===== src/rtl/mem_arb8.sv =====
// mem_arb8: two-requester (CPU, DMA) arbiter onto one shared single-port memory.
// Latency: grant and memory drive are combinational; read return arrives 1 cycle after grant.
// Backpressure: CPU sees cpu_stall when not granted; DMA holds its request until dma_gnt.
//
// Ports:
//   clk, rst                       clock, synchronous active-low reset
//   cpu_req/we/addr/wdata          CPU request; cpu_stall, cpu_rdata, cpu_rvalid back
//   dma_req/we/addr/wdata          DMA request; dma_gnt, dma_rdata, dma_rvalid back
//   mem_addr/mem_wr/mem_we         shared memory command (mem_wr = write data)
//   mem_rd                         memory read data, valid one cycle after address
module mem_arb8 #(
  parameter int AW     = 24,
  parameter int DW     = 16,
  parameter int STARVE = 4
) (
  input  logic          clk,
  input  logic          rst,
  input  logic          cpu_req,
  input  logic          cpu_we,
  input  logic [AW-1:0] cpu_addr,
  input  logic [DW-1:0] cpu_wdata,
  output logic          cpu_stall,
  output logic [DW-1:0] cpu_rdata,
  output logic          cpu_rvalid,
  input  logic          dma_req,
  input  logic          dma_we,
  input  logic [AW-1:0] dma_addr,
  input  logic [DW-1:0] dma_wdata,
  output logic          dma_gnt,
  output logic [DW-1:0] dma_rdata,
  output logic          dma_rvalid,
  output logic [AW-1:0] mem_addr,
  output logic [DW-1:0] mem_wr,
  output logic          mem_we,
  input  logic [DW-1:0] mem_rd
);

  typedef enum logic [1:0] {OWN_IDLE, OWN_CPU, OWN_DMA} own_t;

  localparam logic [3:0] STARVE_LIM = 4'(STARVE);

  own_t       own_q, own_d;
  logic [3:0] starve_q, starve_d;
  logic       rd_vld_q, rd_vld_d;
  logic       gnt_cpu, gnt_dma;

  // Grants are forced low during reset so nothing reaches the memory port.
  // The starve count never exceeds STARVE_LIM, so the two grants are exclusive.
  always_comb begin
    gnt_cpu = rst & cpu_req & (~dma_req | (starve_q < STARVE_LIM));
    gnt_dma = rst & dma_req & (~cpu_req | (starve_q == STARVE_LIM));
  end

  // State register: owner of the previous cycle, read tag valid, starve count.
  always_ff @(posedge clk) begin
    if (!rst) begin
      own_q    <= OWN_IDLE;
      rd_vld_q <= 1'b0;
      starve_q <= 4'd0;
    end else begin
      own_q    <= own_d;
      rd_vld_q <= rd_vld_d;
      starve_q <= starve_d;
    end
  end

  // Next state. The read tag's owner is the registered owner, so only the
  // valid bit needs to be kept separately.
  always_comb begin
    own_d    = OWN_IDLE;
    rd_vld_d = 1'b0;
    starve_d = starve_q;
    if (gnt_cpu) begin
      own_d    = OWN_CPU;
      rd_vld_d = ~cpu_we;
    end else if (gnt_dma) begin
      own_d    = OWN_DMA;
      rd_vld_d = ~dma_we;
    end
    if (!dma_req || gnt_dma) begin
      starve_d = 4'd0;
    end else if (starve_q < STARVE_LIM) begin
      starve_d = starve_q + 4'd1;
    end
  end

  // Outputs: memory mux, handshakes, read return steering.
  always_comb begin
    mem_addr   = '0;
    mem_wr     = '0;
    mem_we     = 1'b0;
    cpu_rvalid = 1'b0;
    dma_rvalid = 1'b0;
    cpu_rdata  = '0;
    dma_rdata  = '0;
    if (gnt_cpu) begin
      mem_addr = cpu_addr;
      mem_wr   = cpu_wdata;
      mem_we   = cpu_we;
    end else if (gnt_dma) begin
      mem_addr = dma_addr;
      mem_wr   = dma_wdata;
      mem_we   = dma_we;
    end
    cpu_stall = rst & cpu_req & ~gnt_cpu;
    dma_gnt   = gnt_dma;
    if (rst && rd_vld_q) begin
      if (own_q == OWN_CPU) begin
        cpu_rvalid = 1'b1;
        cpu_rdata  = mem_rd;
      end else if (own_q == OWN_DMA) begin
        dma_rvalid = 1'b1;
        dma_rdata  = mem_rd;
      end
    end
  end

endmodule


===== config.mk =====
export PLATFORM = sky130hd
export DESIGN_NAME = mem_arb8
export DESIGN_NICKNAME = d
export VERILOG_FILES = /design/src/rtl/mem_arb8.sv
export SDC_FILE = /design/constraint.sdc
export NUM_CORES = 1
export LEC_CHECK = 0
export CORE_MARGIN = 5
export CORE_UTILIZATION = 23
export DETAILED_ROUTE_END_ITERATION = 7
export PLACE_DENSITY = 0.95
export RECOVER_POWER = 50
export SETUP_SLACK_MARGIN = 0.02
export SYNTH_ARGS = -nofsm -noshare
export SYNTH_HDL_FRONTEND = slang
export SYNTH_SLANG_ARGS = --single-unit

===== constraint.sdc =====
create_clock -name clk -period 3.5 [get_ports clk]
set_input_delay 0.35 -clock clk [delete_from_list [all_inputs] [get_ports clk]]
set_output_delay 0.35 -clock clk [all_outputs]
set_load 0.03 [all_outputs]

# [Word-level counts from Yosys, hierarchy flattened]
# Index checks and enable logic that the tools add are counted.
[op_classes] n_addsub=1 order_cmp=1 eq_ne=3 n_mux=20 bitwise=13 reduce_logical=5
[op_table] op="16-bit two-way mux" n=7
[op_table] op="24-bit two-way mux" n=2
[op_table] op="1-bit two-way mux" n=10
[op_table] op="1-bit NOT" n=6
[op_table] op="1-bit AND" n=5
[op_table] op="4-bit by 1-bit adder with 4-bit output (second input constant)" n=1
[op_table] op="4-bit by 3-bit equality test with 1-bit output (second input constant)" n=1
[op_table] op="4-bit by 3-bit less-than comparator with 1-bit output (second input constant)" n=1
[op_table] op="2-bit OR reduction" n=2
[op_table] op="2-bit by 1-bit equality test with 1-bit output (second input constant)" n=1
[op_table] op="2-bit equality test (second input constant)" n=1
[op_table] op="2-bit two-way mux" n=1
[op_table] op="1-bit OR" n=2
[op_table] op="1-bit logical AND" n=1
[op_table] op="1-bit logical NOT" n=1
[op_table] op="1-bit logical OR" n=1
[word_totals] register_bits=7 inputBits=102 out_inout_bits=77 elab_cells=47

# [Logic depth before layout (Yosys ltp)]
# Gate-level depths: netlist of the first run.
[depth] ltp_word=5 depth_mapped=6 ltp_nobuf=5

# [Worst setup path before layout of the first run]
# No wires, ideal clock.
[synth_timing] path_type="register to output" startpoint="register starve_q[0]" endpoint="output mem_addr[20]" arrival_ps=1410 required_time_ps=3150 slack_ps=1740 stages_incl_launch_ff=7 cell_sequence="dfxtp_1 > inv_1 > ha_1 > nand3b_4 > a21oi_4 > buf_6 > a22o_1"
[synth_between] elab_chain_cells=5
[synth_lines] item="start, declared" line_no="43" text="logic [3:0] starve_q, starve_d;"
[synth_lines] item="start signal, assigned" line_no="63" text="starve_q <= starve_d;"
[synth_lines] item="4-bit by 3-bit equality test with 1-bit output" line_no="51" text="gnt_dma = rst & dma_req & (~cpu_req | (starve_q == STARVE_LIM));"
[synth_lines] item="1-bit OR" line_no="51"
[synth_lines] item="1-bit AND" line_no="51"
[synth_lines] item="named net dma_gnt" line_no="29" text="output logic dma_gnt,"
[synth_lines] item="24-bit two-way mux" line_no="100" text="end else if (gnt_dma) begin"
[synth_lines] item="24-bit two-way mux" line_no="96" text="if (gnt_cpu) begin"
[synth_lines] item="end, declared" line_no="32" text="output logic [AW-1:0] mem_addr,"
# The timed path passes the listed nets, and every way through them passes these cells.

# [Worst setup path in the final report of the first run]
[layout_timing] startpoint="input rst" endpoint="output cpu_rdata[14]"
[layout_between] elab_chain_cells=2
[layout_lines] item="start, declared" line_no="17" text="input logic rst,"
[layout_lines] item="1-bit logical AND" line_no="107" text="if (rst && rd_vld_q) begin"
[layout_lines] item="16-bit two-way mux" line_no="107"
[layout_lines] item="end, declared" line_no="23" text="output logic [DW-1:0] cpu_rdata,"
# Every way passes these cells.

==> run_results.csv, run 1 <==
group,metric,value,unit
layout,fin_cells,345,
critical_path,arrival,2630,ps
drt,drt_first_pass_iters,4,
synth,yosysTopAreaCell,"a22o_1",
clock_tree,tritoncts.num_buffers,3,
sta,relSlewSlack,0.484,
sta,rsz0062_at_grt,"no",
drt,via_per_inst,4.80,
synth,synth.distinct_cells,19,
drt,drt_iter0_drc,49,
clock_tree,cts.sinks,7,
die,num_rows,24,
clock_tree,cts_tree,"yes",
place,dp_hpwl,4980,µm
sta,setup_viol_count_final,0,
die,die_h,76.1,µm
global_routing,grt.overflow.total,0,
hold_path,hold_path.class,"flip-flop to flip-flop",
pwr,p_sw,0.158,mW
synth,synth_top_cell_area_share,0.366,
critical_path,required,3150,ps
layout,drive_gt1_frac,0.0307,
clock_tree,clk_path_buf_depth,2,
layout,final_cell_mix,"clkdlybuf4s50_1 (142), a22o_1 (42), dlygate4sd3_1 (36), and2_1 (32), dfxtp_1 (7)",
sta,drv_slew,0,
clock_tree,cts_root_buffer,"clkbuf_8",
synth,netlist_area,0.00101,mm²
synth,syn_nets,224,
synth,synth.area.top_cells,"a22o_1 (37%), and2_1 (20%), dfxtp_1 (14%)",
pwr,seq_power_share,0.173,
clock_tree,cts_resized,0,
global_routing,grt_antenna_before_repair,0,
pwr,p_leak,1.16,nW
drt,vias,1657,
sta,period_share,0.852,
drt,drtAntennaViolNets,0,
critical_path,worstSetupStartpointType,"input port",
clock_tree,postCtsHoldBufs,0,
layout,syn_to_final_growth,178,%
clock_tree,cts_setup_buffers,0,
synth,yosys_warnings,0,
pwr,internal_power,0.327,mW
synth,ys_seq_area_frac,0.139,
pwr,swShare,0.325,
critical_path,crit_type,"input port to output port",
die,die_w,76.1,µm
die,core-area,0.00429,mm²
pwr,p_comb_frac,0.597,
sta,final_hold_viol_count,0,
sta,setup-tns-final,0,ps
synth,syn_area_per_cell,8.38,µm²
critical_path,end_kind,"output port",
layout,final_common_cell,"clkdlybuf4s50_1",
synth,yosys_register_bits,7,
flow_run,cap_violations,0,
place,dp_cells,341,
clock_tree,worst_skew_pair.late_latency,230,ps
synth,syn_inst,120,
place,portBuffers,178,
clock_tree,htree_levels,1,
global_routing,grt_max_degree,44,
layout,diodes,0,
die,ios,179,
pwr,powerDensity,173,mW/mm²
die,dieArea,0.00580,mm²
pwr,p_clk_frac,0.230,
clock_tree,clkTransAtPathRegs,40,ps
drt,wl_per_cell,16.4,µm
place,place_congestion,0.776,
critical_path,critPathMaxFanout,17,
sta,finClkSkew,0.344,ps
die,start_util,0.234,
global_routing,grt_pass1_wl,8450,µm
outcome,outcome,"complete, no violations",
global_routing,track_usage,0.178,
drt,routed_wl,5660,µm
drt,route.detailed.drc,0,
sta,worst_slew_pin_slew,771,ps
layout,fin_nets,398,
global_routing,first_global_vias,1746,
pwr,ir_worst_vdd,0.141,mV
sta,fmax,0.335,GHz
sta,period_minus_slack,2980,ps
## power groups by stage
stage / clock network, mW / logic (mW) / registers (mW)
global route: 0.123 / 0.305 / 0.0842
CTS: 0.116 / 0.302 / 0.0841
floorplan: 0 / 0.121 / 0.0849
global placement: 0 / 0.294 / 0.0852
detailed placement: 0 / 0.301 / 0.0854
finish: 0.111 / 0.289 / 0.0841
## cell families after synthesis
group	count (synthesis)	synth area share
and+or+nand+nor	46	0.291
DFF	7	0.139
AOI/OAI and AO/OA	48	0.407
buffers and inverters	16	0.129
adders and majority gates	2	0.0249
xor gates and xnor gates	1	0.00871
## worst max-delay path, cell delays in order
cell and delay [ps]:
dlygate4sd3_1 590, nand2_1 120, nor3b_2 650, and2_1 240, clkdlybuf4s50_1 680
## layout make-up
class | instances | area, µm²
fillers | 375 | 1490
inverters | 5 | 18.8
well taps | 52 | 65.1
multi-input cells | 97 | 736
flip-flops and latches | 7 | 140
clock buffers | 4 | 45.0
repair buffers | 180 | 1800
## cell usage after synthesis (all sizes together)
library cell	n
buf	11
nand3	1
nor2	5
a22o	42
nand2	3
ha	2
o21ai	2
inv	5
and2	32
dfxtp	7
nand2b	1
and3	1
a21oi	4
nand3b	1
nor3b	2
xnor2	1
## final timing paths
path	cells past startpoint	to	from	slack, ps
worst max-delay path	5	cpu_rdata[14]	rst	520
worst min-delay path	2	starve_q[1]	starve_q[1]	500
worst max register to register	6	rd_vld_q	starve_q[0]	2010
worst min register to register	2	starve_q[1]	starve_q[1]	500
## routing by layer
layer	wire length (µm)	track usage
met4	172	0.0682
met1	1770	0.154
met5	0	0
met2	2940	0.353
met3	779	0.0768
## metrics by stage
step / instance area (µm²) / util / hold WS, ps / total power [mW] / setup slack [ps]
floorplan: 1010 / - / 442 / 0.206 / 1740
global placement: 2760 / 0.642 / 487 / 0.379 / 656
detailed placement: 2760 / 0.642 / 493 / 0.386 / 548
CTS: 2800 / 0.652 / 500 / 0.502 / 553
global route: 2800 / 0.652 / 513 / 0.513 / 326
finish: 2800 / 0.652 / 499 / 0.485 / 517
## state kept, by name, indices dropped and copies added, names as in the netlist
name and count:
starve_q 4, own_q 2, rd_vld_q 1
Note: power is estimated with default switching activity, not from simulation.
==> run 2: changes to the inputs <==
- CTS_CLUSTER_DIAMETER: not set -> 40
==> results of run 2 <==
No change in the layout: final DEF, timing and power equal those of run 1.
